**src/rtl/cache_mem_arbiter.sv**
```systemverilog
// Purpose: shares one physical-memory line port between the icache and dcache paths.
// Latency: pmem strobe 1 cycle after grant in IDLE; owner resp 1 cycle after pmem_resp.
// Backpressure: one transaction at a time; the loser holds its request, round-robin on contention.
module cache_mem_arbiter #(
   parameter int ADDR_W = 32,
   parameter int LINE_W = 256
) (
   input  logic              clk,
   input  logic              rst_n,
   input  logic              i_read,
   input  logic [ADDR_W-1:0] i_addr,
   output logic [LINE_W-1:0] i_rdata,
   output logic              i_resp,
   input  logic              d_read,
   input  logic              d_write,
   input  logic [ADDR_W-1:0] d_addr,
   input  logic [LINE_W-1:0] d_wdata,
   output logic [LINE_W-1:0] d_rdata,
   output logic              d_resp,
   output logic              pmem_read,
   output logic              pmem_write,
   output logic [ADDR_W-1:0] pmem_addr,
   output logic [LINE_W-1:0] pmem_wdata,
   input  logic [LINE_W-1:0] pmem_rdata,
   input  logic              pmem_resp
);

   typedef enum logic [1:0] {IDLE, BUSY, RESP, GAP} state_t;

   // Owner / priority encoding: 1 means dcache, 0 means icache.
   localparam logic OWN_D = 1'b1;

   state_t            state;
   state_t            state_nxt;
   logic              owner;
   logic              owner_nxt;
   logic              prio;
   logic              prio_nxt;
   logic              pmem_read_nxt;
   logic              pmem_write_nxt;
   logic [ADDR_W-1:0] pmem_addr_nxt;
   logic [LINE_W-1:0] pmem_wdata_nxt;
   logic [LINE_W-1:0] i_rdata_nxt;
   logic [LINE_W-1:0] d_rdata_nxt;
   logic              i_resp_nxt;
   logic              d_resp_nxt;

   logic              i_req;
   logic              d_req;
   logic              grant_d;

   // A dcache read+write together is a writeback, so any dcache strobe counts as a request.
   assign i_req   = i_read;
   assign d_req   = d_read | d_write;
   assign grant_d = d_req & (~i_req | (prio == OWN_D));

   // State register.
   always_ff @(posedge clk or negedge rst_n) begin
      if (!rst_n) begin
         state <= IDLE;
      end else begin
         state <= state_nxt;
      end
   end

   // Next-state: GAP is a dead cycle so a just-served owner can drop its request.
   always_comb begin
      state_nxt = state;
      case (state)
         IDLE:    if (i_req || d_req) state_nxt = BUSY;
         BUSY:    if (pmem_resp)      state_nxt = RESP;
         RESP:    state_nxt = GAP;
         GAP:     state_nxt = IDLE;
         default: state_nxt = IDLE;
      endcase
   end

   // Output/datapath next values: latch the grant in IDLE, complete the transaction in BUSY.
   always_comb begin
      owner_nxt      = owner;
      prio_nxt       = prio;
      pmem_read_nxt  = pmem_read;
      pmem_write_nxt = pmem_write;
      pmem_addr_nxt  = pmem_addr;
      pmem_wdata_nxt = pmem_wdata;
      i_rdata_nxt    = i_rdata;
      d_rdata_nxt    = d_rdata;
      i_resp_nxt     = 1'b0;
      d_resp_nxt     = 1'b0;
      case (state)
         IDLE: begin
            if (i_req || d_req) begin
               owner_nxt      = grant_d;
               pmem_addr_nxt  = grant_d ? d_addr : i_addr;
               pmem_write_nxt = grant_d & d_write;
               pmem_read_nxt  = ~(grant_d & d_write);
               if (grant_d) begin
                  pmem_wdata_nxt = d_wdata;
               end
            end
         end
         BUSY: begin
            if (pmem_resp) begin
               pmem_read_nxt  = 1'b0;
               pmem_write_nxt = 1'b0;
               prio_nxt       = ~owner;
               if (owner == OWN_D) begin
                  d_resp_nxt = 1'b1;
                  if (!pmem_write) begin
                     d_rdata_nxt = pmem_rdata;
                  end
               end else begin
                  i_resp_nxt  = 1'b1;
                  i_rdata_nxt = pmem_rdata;
               end
            end
         end
         default: ;
      endcase
   end

   // Output and datapath registers; reset aborts any transaction in flight.
   always_ff @(posedge clk or negedge rst_n) begin
      if (!rst_n) begin
         owner      <= 1'b0;
         prio       <= OWN_D;
         pmem_read  <= 1'b0;
         pmem_write <= 1'b0;
         pmem_addr  <= '0;
         pmem_wdata <= '0;
         i_rdata    <= '0;
         d_rdata    <= '0;
         i_resp     <= 1'b0;
         d_resp     <= 1'b0;
      end else begin
         owner      <= owner_nxt;
         prio       <= prio_nxt;
         pmem_read  <= pmem_read_nxt;
         pmem_write <= pmem_write_nxt;
         pmem_addr  <= pmem_addr_nxt;
         pmem_wdata <= pmem_wdata_nxt;
         i_rdata    <= i_rdata_nxt;
         d_rdata    <= d_rdata_nxt;
         i_resp     <= i_resp_nxt;
         d_resp     <= d_resp_nxt;
      end
   end

endmodule
```
**config.mk**
```make
export PLATFORM = sky130hd
export DESIGN_NAME = cache_mem_arbiter
export DESIGN_NICKNAME = d
export VERILOG_FILES = /design/src/rtl/cache_mem_arbiter.sv
export SDC_FILE = /design/constraint.sdc
export NUM_CORES = 1
export LEC_CHECK = 0
export CAP_MARGIN = 20
export CORE_AREA = 8 8 533 535
export CTS_CLUSTER_DIAMETER = 150
export DETAILED_ROUTE_END_ITERATION = 8
export DIE_AREA = 0 0 541 543
export SLEW_MARGIN = 20
export SYNTH_ARGS = -nofsm -noshare
export SYNTH_HDL_FRONTEND = slang
export SYNTH_SLANG_ARGS = --single-unit
```
**constraint.sdc**
```tcl
create_clock -name clk -period 1.8 [get_ports clk]
set_clock_uncertainty 0.05 [all_clocks]
set_input_delay 0.45 -clock clk [delete_from_list [all_inputs] [get_ports clk]]
set_output_delay 0.45 -clock clk [all_outputs]
set_load 0.02 [all_outputs]
```
### Yosys cells after proc, flatten, opt, wreduce, memory -nomap -nowiden

Cells that the tools add are included.

* bits in read-only memories: 0
* memories: 0
* register bits: 808
* word-level logic and storage cells: 49
* bits in latches: 0
* output and inout bits: 804
* bits of input ports: 582
* memory bits (writable): 0

* eq/ne operators: 5
* muxes and demuxes: 15
* shifts and indexed selects: 0
* multiply operators: 0
* add/sub/neg operators: 0
* bitwise gates (word level): 8
* divide/modulo/power cells: 0
* reduce and logical (&&, ||, !) cells: 10
* order comparisons: 0

Operators with widths (number)
* $mux W32: 1
* $mux W1: 9
* $reduce_and A3 Y1: 3
* $pmux W2 S4: 1
* $reduce_and A2 Y1: 3
* $eq A2 B2 Y1 const B: 2
* $mux W2: 2
* $ne A2 B2 Y1 const B: 2
* $not A1 Y1: 4
* $pmux W1 S2: 2
* $reduce_and A4 Y1: 1
* $and A1 B1 Y1: 2
* $eq A2 B1 Y1 const B: 1
* $logic_not A2 Y1: 1
* $or A1 B1 Y1: 2
* $reduce_bool A2 Y1: 1
* $logic_or A1 B1 Y1: 1

### Logic depth before layout (Yosys ltp)

* word-level depth: 7
* mapped depth: 8
* gate-level depth less buffers: 5

### Worst setup path after synthesis

OpenSTA, ideal clock, no wires.

* kind: reg-to-reg
* start point: register state[1]
* end point: register i_rdata[141]
* cell stages (with the launch flop): 8
* setup time: 0.125 ns
* arrival time: 1.671 ns
* path buffers: 2
* period minus slack after synthesis: 1.846 ns
* required time: 1.625 ns
* slack: -0.046 ns
* path through: dfrtp_1 -> inv_1 -> ha_1 -> nand3_2 -> inv_2 -> buf_4 -> buf_4 -> mux2_2

* cells in the longest elaborated chain, start to end: 2

Ends and longest elaborated chain
* from (decl): RTL line 33 `state_t state;`
* from (signal assigned): RTL line 62 `state <= state_nxt;`
* $eq A2 B1 Y1: RTL line 90 `case (state)`
* $reduce_and A3 Y1 (no line)
* to (signal assigned): RTL line 142 `i_rdata <= i_rdata_nxt;`
* to (decl): RTL line 12 `output logic [LINE_W-1:0] i_rdata,`

No other way between the ends.
A chain may end at the register's enable or synchronous reset.

### Worst setup path in the final report

* start point: register state[1]
* end point: register d_rdata[122]

* cells in the longest elaborated chain, start to end: 2

Ends and longest elaborated chain
* $eq A2 B1 Y1: RTL line 90
* $reduce_and A4 Y1 (no line)
* to (signal assigned): RTL line 143 `d_rdata <= d_rdata_nxt;`
* to (decl): RTL line 18 `output logic [LINE_W-1:0] d_rdata,`

No other way between the ends.

==> run_results.csv <==
group,metric,value,unit
synthesis,async_flop_share,100,%
pwr,p_per_area,2110,nW/um2
worst_setup_path,startpoint_type,"register",
sta,max_slew_margin,61.0,%
grt,antenna_found_initial,115,
synthesis,synth_edf_count,0,
sta,setup_violations,1471,
worst_setup_path,max_stage_delay,390,ps
place,place_inst,6920,
grt,grt_pass1_wl,284,mm
place,gp_congestion,0.953,
synthesis,syn_inst,1845,
finish,final_nets,4231,
synthesis,yosysUniqueCellTypes,31,
routing,vias_per_cell,3.33,
worst_setup_path,crit_path_frequent_cell,"buf_12",
worst_setup_path,worstSetupEndpointType,"register",
synthesis,synth_top_area_cell,"dfrtp_1",
sta,fin_crit,2020,ps
worst_hold_path,hold_depth,3,
routing,detail-route-antenna-nets,0,
floorplanning,fp.dieW,541,um
pwr,ir_worst_vdd,0.00115,V
cts,cts_tree,"yes",
sta,setup_tns,-119450,ps
floorplanning,ios,1386,
grt,grt_overflow,0,
synthesis,synth_top_area_share,63.3,%
routing,drc,0,
sta,finalHoldViolations,0,
finish,register_area,20300,um2
synthesis,ys.flop_type,"dfrtp_1",
routing,drt_pass1_iterations,5,
outcome,violations,"negative setup slack",
worst_setup_path,r2r_cells,9,
cts,clkTransAtPathRegs,70,ps
sta,fmax,495,MHz
finish,multi_input_area,11500,um2
cts,root_buffer,"clkbuf_16",
worst_hold_path,hold_class,"in2reg",
synthesis,yosys-top-cells-area,"dfrtp_1, mux2_4, mux2_2",
grt,grt_use_total,14.5,%
worst_setup_path,crit_fanout,7,
synthesis,netlist_area,31900,um2
outcome,outcome,"finished, violations left",
synthesis,synth.yosys.seq_area_share,63.4,%
synthesis,synth.most_common_cell,"dfrtp_1",
worst_setup_path,crit_required,2450,ps
worst_setup_path,cp_data_arrival_time,2670,ps
grt,grt_start_max_net_pins,42,
synthesis,yosys_register_bits,808,
floorplanning,core,275000,um2
synthesis,ys_warn_count,0,
routing,drtIter0Drc,1096,
sta,slew_viol_final,0,
finish,drive_gt1_share,56.6,%
floorplanning,core.rowCount,193,
floorplanning,dieArea,294000,um2
routing,vias,24400,
routing,wl,226,mm
synthesis,yosys-top-cells-count,"dfrtp_1, mux2_4, mux2_2",
worst_setup_path,crit_slowest_cell,"dfrtp_1",
cts,clock_sinks,808,
cts,h-tree-depth,3,
sta,tightest_slew,583,ps
flow_run,maxCapViolations,0,
grt,grt_pass1_vias,26400,
cts,clock_path_buffers,4,
place,port-buffer-count,1385,
worst_setup_path,crit_type,"reg2reg",
floorplanning,die_y,543,um
sta,finalWorstSetupSlack,-220,ps
sta,finalCritPeriodShare,112,%
finish,final_cells,7346,
floorplanning,start_util,11.6,%
synthesis,syn_nets,2431,
finish,area_growth,90.5,%
place,hpwl,187,mm
pwr,power_leakage,27.6,nW
routing,routedWlPerCell,30.8,um
sta,rsz0062_at_grt,"true",
cts,clock_latency,810,ps
finish,num-fill-cells,28900,
synthesis,syn_avg_cell_area,17.3,um2
worst_setup_path,crit_chain,"inv_2 > ha_4 > and3_4 > nand2_8 > buf_12 > buf_12 > buf_16 > buf_12 > mux2_4",
cts,cts_made_buffers,103,
-- per-stage QoR --
stage	cell area, um2	power (mW)	setup WS (ps)	util, %	hold slack (ps)
6_report	60800	128	-220	22.1	168
5_1_grt	60700	134	-286	22.1	117
4_1_cts	59600	128	-271	21.7	58.0
3_5_place_dp	52600	97.7	-770	19.1	246
3_3_place_gp	52600	97.2	-767	19.1	248
2_1_floorplan	31900	58.5	31.2	-	104
-- routing by layer --
metal | up-vias | GRT usage (%) | routed length, um
met4 | 76 | 3.77 | 6820
met5 | - | 0 | 465
li1 | 10200 | - | -
met2 | 1312 | 23.1 | 101000
met3 | 352 | 8.18 | 30200
met1 | 12500 | 16.8 | 87700
-- worst max-delay path: cells and delay by family (launching register included) --
kind,cells,cell delay [ps]
adder cells (fa/ha/maj),1,150
buffers and inverters,5,690
flip-flops,1,390
multiplexers,1,290
AND/OR/NAND/NOR,2,310
-- final cells by class --
class / instances / area share [%]
Timing Repair Buffer: 1800 / 34.3
Antenna cell: 17 / 0.0700
Tap cell: 3607 / 7.43
Inverter: 6 / 0.0494
Clock inverter: 51 / 1.23
Clock buffer: 131 / 4.68
Multi-Input combinational cell: 926 / 18.9
Sequential cell: 808 / 33.3
-- cell usage in the layout (no fill, tap or decap), drive strengths merged, types with 2 or more instances in the layout --
| cell type | n |
|---|---|
| a31oi | 32 |
| buf | 1204 |
| bufinv | 16 |
| clkbuf | 145 |
| clkdlybuf4s50 | 580 |
| clkinv | 21 |
| clkinvlp | 5 |
| dfrtp | 807 |
| diode | 17 |
| dlygate4sd3 | 2 |
| ha | 4 |
| inv | 15 |
| mux2 | 769 |
| nand2 | 4 |
| nand3 | 35 |
| nor2 | 36 |
| nor2b | 2 |
| o21ai | 33 |
| o22ai | 2 |
-- kinds of logic after synthesis --
logic type / after synthesis / synth area share (%)
flops: 808 / 63.4
mux: 770 / 31.2
buf+inv: 111 / 2.80
simple gates: 81 / 1.19
compound gates: 71 / 1.28
fa+ha+maj: 4 / 0.157
-- sequential cells by signal (all words and copies together), names as in the netlist --
signal / flops
i_rdata: 256
pmem_read: 1
prio: 1
i_resp: 1
d_rdata: 256
d_resp: 1
pmem_addr: 32
pmem_wdata: 256
pmem_write: 1
state: 2
owner: 1
-- report_power, final --
group          switching [mW]  total, mW  internal (mW)
clock                    8.70       22.2           13.5
combinational            32.4       69.7           37.4
sequential               8.53       36.1           27.6
total                    49.6        128           78.4
-- worst paths after layout --
kind                                 start         endpoint  slack [ps]
setup / recovery                  state[1]     d_rdata[122]        -220
hold / removal                  d_addr[21]    pmem_addr[21]         170
setup reg to reg                  state[1]     d_rdata[122]        -220
hold reg to reg            pmem_wdata[248]  pmem_wdata[248]         450
max in group asynchronous            rst_n  pmem_wdata[105]         420
min in group asynchronous            rst_n    pmem_wdata[9]         270
-- timing repair --
item                                    in CTS  in global routing
hold buffers                                 2                  0
gates resized for setup                   3716                174
pin swaps                                    2                  0
setup buffers                              179                 10
endpoints found under the hold margin      459                  0
gates cloned                                23                 16
endpoints found under the setup margin    1523               1572
No activity file was read; power rests on OpenSTA's default activity.
